File: src/rtl/cdc_echo_fifo_pkg.sv
`default_nettype none
// ============================================================================
// Module      : cdc_echo_fifo_pkg
// Description : Shared byte width, ASCII case constants and case-conversion
//               helper for the USB-CDC echo path and later line parsers.
// Revision    : 1.0 - initial release
// ============================================================================
package cdc_echo_fifo_pkg;

    localparam int                      CDC_BYTE_W     = 8;
    localparam logic [CDC_BYTE_W-1:0]   ASCII_LC_LO    = 8'h61;
    localparam logic [CDC_BYTE_W-1:0]   ASCII_LC_HI    = 8'h7A;
    localparam logic [CDC_BYTE_W-1:0]   ASCII_CASE_OFS = 8'h20;

    // Lowercase ASCII letters map to uppercase; every other byte is unchanged.
    function automatic logic [CDC_BYTE_W-1:0] to_upper(input logic [CDC_BYTE_W-1:0] b);
        if ((b >= ASCII_LC_LO) && (b <= ASCII_LC_HI)) begin
            return b - ASCII_CASE_OFS;
        end
        return b;
    endfunction

endpackage : cdc_echo_fifo_pkg
`default_nettype wire

File: src/rtl/byte_fifo_core.sv
`default_nettype none
// ============================================================================
// Module      : byte_fifo_core
// Description : Generic synchronous FIFO: array, wrapping pointers with one
//               extra bit, occupancy, full and empty. Callers qualify wr_en /
//               rd_en; flush clears both pointers and beats any access.
// Revision    : 1.0 - initial release
// ============================================================================
module byte_fifo_core #(
    parameter int DEPTH_LOG2 = 6,
    parameter int WIDTH      = 8
) (
    input  logic                  clk,
    input  logic                  rst,
    input  logic                  flush,
    input  logic                  wr_en,
    input  logic [WIDTH-1:0]      wr_data,
    input  logic                  rd_en,
    output logic [WIDTH-1:0]      rd_data,
    output logic [DEPTH_LOG2:0]   count,
    output logic                  full,
    output logic                  empty
);

    localparam int                c_DEPTH      = 1 << DEPTH_LOG2;
    localparam logic [DEPTH_LOG2:0] c_COUNT_FULL = {1'b1, {DEPTH_LOG2{1'b0}}};

    logic [WIDTH-1:0]    r_mem [0:c_DEPTH-1];
    logic [DEPTH_LOG2:0] r_wr_ptr;
    logic [DEPTH_LOG2:0] r_rd_ptr;
    logic [DEPTH_LOG2:0] w_count;

    // The extra pointer bit distinguishes full from empty when the indices match.
    assign w_count = r_wr_ptr - r_rd_ptr;
    assign count   = w_count;
    assign full    = (w_count == c_COUNT_FULL);
    assign empty   = (w_count == '0);
    assign rd_data = r_mem[r_rd_ptr[DEPTH_LOG2-1:0]];

    // Array storage is deliberately left out of reset.
    always_ff @(posedge clk) begin
        if (wr_en && !flush) begin
            r_mem[r_wr_ptr[DEPTH_LOG2-1:0]] <= wr_data;
        end
    end

    // Pointer advance; flush returns both to zero and overrides any access.
    always_ff @(posedge clk or posedge rst) begin
        if (rst) begin
            r_wr_ptr <= '0;
            r_rd_ptr <= '0;
        end else if (flush) begin
            r_wr_ptr <= '0;
            r_rd_ptr <= '0;
        end else begin
            if (wr_en) begin
                r_wr_ptr <= r_wr_ptr + 1'b1;
            end
            if (rd_en) begin
                r_rd_ptr <= r_rd_ptr + 1'b1;
            end
        end
    end

endmodule : byte_fifo_core
`default_nettype wire

File: src/rtl/cdc_echo_fifo.sv
`default_nettype none
// ============================================================================
// Module      : cdc_echo_fifo
// Description : Echo buffer between USB-CDC receive and send sides. Optional
//               lowercase-to-uppercase conversion on write, valid/ready drain,
//               saturating drop counter and flush on USB link reset.
// Revision    : 1.0 - initial release
// ============================================================================
module cdc_echo_fifo
    import cdc_echo_fifo_pkg::*;
#(
    parameter int DEPTH_LOG2 = 6,
    parameter int UPPERCASE  = 1
) (
    input  logic                   clk,
    input  logic                   rst,
    input  logic                   usb_rstn,
    input  logic [CDC_BYTE_W-1:0]  in_data,
    input  logic                   in_valid,
    output logic [CDC_BYTE_W-1:0]  out_data,
    output logic                   out_valid,
    input  logic                   out_ready,
    output logic [DEPTH_LOG2:0]    count,
    output logic                   full,
    output logic                   empty,
    output logic [15:0]            drop_cnt
);

    localparam logic [15:0] c_DROP_MAX = 16'hFFFF;

    logic [CDC_BYTE_W-1:0] w_wr_data;
    logic                  w_full;
    logic                  w_empty;
    logic                  w_pop;
    logic                  w_push;
    logic                  w_drop;
    logic [15:0]           r_drop_cnt;

    // Conversion happens once, on the way into storage.
    generate
        if (UPPERCASE != 0) begin : g_upper
            assign w_wr_data = to_upper(in_data);
        end else begin : g_pass
            assign w_wr_data = in_data;
        end
    endgenerate

    // A pop frees a slot in the same cycle, so a full FIFO still accepts a push
    // alongside a pop. Drops are not counted while the link is being flushed.
    assign w_pop  = !w_empty && out_ready;
    assign w_push = in_valid && (!w_full || w_pop);
    assign w_drop = usb_rstn && in_valid && w_full && !w_pop;

    byte_fifo_core #(
        .DEPTH_LOG2 (DEPTH_LOG2),
        .WIDTH      (CDC_BYTE_W)
    ) u_core (
        .clk     (clk),
        .rst     (rst),
        .flush   (!usb_rstn),
        .wr_en   (w_push),
        .wr_data (w_wr_data),
        .rd_en   (w_pop),
        .rd_data (out_data),
        .count   (count),
        .full    (w_full),
        .empty   (w_empty)
    );

    assign full      = w_full;
    assign empty     = w_empty;
    assign out_valid = !w_empty;
    assign drop_cnt  = r_drop_cnt;

    // Saturating count of bytes discarded because the FIFO was full.
    always_ff @(posedge clk or posedge rst) begin
        if (rst) begin
            r_drop_cnt <= '0;
        end else if (w_drop && (r_drop_cnt != c_DROP_MAX)) begin
            r_drop_cnt <= r_drop_cnt + 16'd1;
        end
    end

endmodule : cdc_echo_fifo
`default_nettype wire
File: config.mk
export PLATFORM = sky130hd
export DESIGN_NAME = cdc_echo_fifo
export DESIGN_NICKNAME = d
export VERILOG_FILES = /design/src/rtl/cdc_echo_fifo_pkg.sv /design/src/rtl/byte_fifo_core.sv /design/src/rtl/cdc_echo_fifo.sv
export SDC_FILE = /design/constraint.sdc
export NUM_CORES = 1
export LEC_CHECK = 0
export CAP_MARGIN = 30
export CORE_MARGIN = 2
export CORE_UTILIZATION = 50
export CTS_CLUSTER_SIZE = 40
export DETAILED_ROUTE_END_ITERATION = 12
export PLACE_DENSITY = 0.66
export SLEW_MARGIN = 20
export SYNTH_ARGS = -nofsm -noshare
export SYNTH_HDL_FRONTEND = slang
export SYNTH_SLANG_ARGS = --single-unit
File: constraint.sdc
create_clock -name clk -period 11 [get_ports clk]
set_input_delay 1.1 -clock clk [delete_from_list [all_inputs] [get_ports clk]]
set_output_delay 1.1 -clock clk [all_outputs]
set_load 0.05 [all_outputs]
==> impl_metrics.csv <==
group,metric,value,unit
timing,min_period,6.21,ns
synth,syn-instance-count,1050,
worst_hold_path,min_to,"drop_cnt[9]",
synth,async_flop_share,0.0554,
placed_design,dp_hpwl,28000,um
synth,syn_nets,1074,
grt,grt_max_degree,67,
synth,netlist_area,21700,um^2
cts,cts_hold_buf,0,
routing,remaining_drc_errors,0,
worst_hold_path,min_path_type,"reg -> reg",
routing,ant_nets,0,
grt,grt_overflow,0,
synth,synth-seq-area-share,0.743,
timing,final_max_slew_viol_count,0,
grt,antenna_found_initial,0,
final_layout,drive_above_1_share,0.250,
synth,ys_top_cells_by_area,"edfxtp_1 (71%), mux4_2 (17%), dfrtp_1 (3.5%), nor2_1 (1.2%), xnor2_1 (0.73%)",
final_layout,diodes,0,
floorplanning,coreArea,43000,um^2
setup_path,r2r_cells,9,
synth,netlist.area_leader.share,0.708,
timing,timing.final.crit_share,0.564,
cts,clock_path_buffers,3,
final_layout,ff_latch_area,16100,um^2
power_and_ir_drop,power.density,207,nW/um^2
synth,ys.flop_type,"edfxtp_1",
timing,setup_slack,4.79,ns
setup_path,cp_max_fo,60,
final_layout,multi_input_area,5260,um^2
placed_design,dp_slack,5.53,ns
setup_path,rr_startpoint,"u_core.r_rd_ptr[3]",
floorplanning,die_area,45100,um^2
timing,hold_violations,0,
floorplanning,rows,76,
placed_design,port-buffer-count,46,
floorplanning,fp.dieH,212,um
setup_path,cp.required,9.90,ns
routing,first_pass_iters,5,
timing,rsz0062_at_grt,"no",
synth,synth_cell_types,53,
routing,drtIter0Drc,1175,
synth,synth_top_area_cell,"edfxtp_1",
routing,routedWlPerCell,26.8,um
timing,setup-violations-final,0,
timing,finalClockSkew,0.0261,ns
cts,ctsResizeCount,0,
setup_path,r2r_slack,6.07,ns
timing,max_freq,0.161,GHz
floorplanning,io_pins,47,
grt,grt_pass1_wl,69800,um
job,maxCapViolCount,0,
timing,tightestPinTransition,0.976,ns
cts,cts_root_buffer,"clkbuf_16",
setup_path,critPathLaunchType,"flop",
power_and_ir_drop,power.leakage,7.69,nW
placed_design,gp_congestion,0.814,
setup_path,end_kind,"primary output",
final_layout,synthToLayoutAreaGrowth,13.6,%
routing,wirelength,46900,um
power_and_ir_drop,vdd_drop_max,154,uV
worst_hold_path,holdCritStartpoint,"drop_cnt[9]",
cts,tritoncts,"done",
cts,post_cts_buffers,0,
grt,grt_pass1_vias,10600,
floorplanning,die-width,212,um
setup_path,worstPathArrival,5.11,ns
routing,vias,10400,
synth,ys_seq_elements,542,
worst_hold_path,hold_depth,1,
synth,avgSynthCellArea,20.7,um^2
final_layout,finalNetCount,1139,
cts,htree_num_levels,2,
cts,clock-sinks,542,
synth,synth-edff-count,512,
grt,grt_usage,0.217,
synth,yosys_warnings,0,
setup_path,r2r-end,"u_core.r_mem[3][3]",
timing,relSlewSlack,0.347,
cts,clock_latency,0.61,ns
timing,timing.setup.tns,0,ns
cts,cts-buffers-inserted,54,
outcome,outcome,"finished clean",
floorplanning,initial_core_util,0.505,
routing,avgViaCountPerCell,5.93,
final_layout,fillCellCount,3190,
cts,cts.clk_slew.worst_paths,0.06,ns
setup_path,worstSetupPathType,"reg -> out",
## metrics by stage
stage / utilization / hold slack (ns) / cell area, um^2 / power [mW] / cells
3_5_place_dp: 0.530 / 0.487 / 22800 / 3.28 / 1636
5_1_grt: 0.574 / 0.513 / 24700 / 5.27 / 1746
2_1_floorplan: - / 0.525 / 21700 / 2.99 / 1050
4_1_cts: 0.572 / 0.495 / 24600 / 5.15 / 1738
6_report: 0.574 / 0.490 / 24700 / 5.11 / 1746
3_3_place_gp: 0.529 / 0.478 / 22700 / 3.26 / 1631
## final cells by class
type                    instances  share of cell area
clock buffers                  72              0.0596
clock inverters                30              0.0138
inverters                      17             0.00259
multi-input cells             429               0.213
flip-flops and latches        542               0.654
well taps                     585              0.0297
repair buffers                 71              0.0273
## synthesized netlist by cell type (2+ instances only)
cell and n:
a2111o_1 3, a211oi_1 8, a21boi_1 2, a21o_1 2, a21oi_1 5, a31oi_1 8
and2_1 14, and3_1 3, and4_1 3, buf_1 7, buf_2 18, buf_4 5
clkbuf_1 31, dfrtp_1 30, edfxtp_1 512, ha_1 10, inv_1 13, inv_2 4
mux2i_1 3, mux4_2 160, nand2_1 34, nand2b_1 3, nand3_1 13, nand3b_1 2
nand4_1 8, nor2_1 69, nor2b_1 3, nor3_1 3, nor4_1 4, o211ai_1 2
o211ai_2 2, o21a_1 4, o21ai_0 4, o21ai_1 7, or2_2 2, or3_1 11
or3b_2 2, xnor2_1 18, xor2_1 4
## placed cells by master, fill, tap and decap left out, drive strengths merged, types with 5 or more instances in the layout
cell / count
nor2: 71
nand4: 8
and2: 14
clkbuf: 72
edfxtp: 512
o211ai: 5
clkinv: 20
nand2: 34
a21oi: 5
inv: 19
dfrtp: 30
o21ai: 11
bufinv: 7
clkdlybuf4s50: 41
buf: 30
ha: 10
xnor2: 18
mux4: 160
or3: 11
a211oi: 8
nand3: 13
a31oi: 8
## worst max-delay path, stage by stage, from the launching register on
cell             delay [ns]
dfrtp_4                0.93
buf_4                  0.84
mux4_2                 0.47
mux4_2                 0.48
and2_1                 0.21
a211oi_1               0.63
a31oi_1                0.15
clkdlybuf4s50_1        0.76
## worst max-delay path by stage
stage | to | slack, ns | cells after the start | startpoint
global placement | out_data[7] | 5.13 | 7 | u_core.r_rd_ptr[0]
CTS | out_data[3] | 4.87 | 7 | u_core.r_rd_ptr[1]
floorplan | out_valid | 5.75 | 12 | u_core.r_rd_ptr[1]
finish | out_data[4] | 4.79 | 7 | u_core.r_rd_ptr[1]
detailed placement | out_data[1] | 5.53 | 7 | u_core.r_rd_ptr[0]
global route | out_data[1] | 4.64 | 7 | u_core.r_rd_ptr[0]
## sequential cells by signal, summed over array words and instances (netlist names)
signal,cells
drop_cnt,16
u_core.r_wr_ptr,7
u_core.r_mem,512
u_core.r_rd_ptr,7
## metal layers
metal	global-route usage	routed length, um
met1	0.301	19200
met5	0	0
met4	0.0598	1060
met3	0.0468	3480
met2	0.352	23100
## kinds of logic (layout without fill, tap and decap cells)
logic type	after synthesis	after routing	synth area share
AOI/OAI and AO/OA	53	53	0.0178
xor gates and xnor gates	22	22	0.00887
adders and majority gates	11	11	0.00668
buffers and inverters	79	190	0.0159
DFF	542	542	0.743
muxes	164	164	0.168
and+or+nand+nor	179	179	0.0403
## where the power goes
group / leakage, nW / switching (mW) / internal (mW)
clock: 0.889 / 0.769 / 1.11
sequential: 5.01 / 0.0489 / 2.27
combinational: 1.79 / 0.497 / 0.417
total: 7.69 / 1.31 / 3.79
Note: power is estimated with default switching activity, not from simulation.
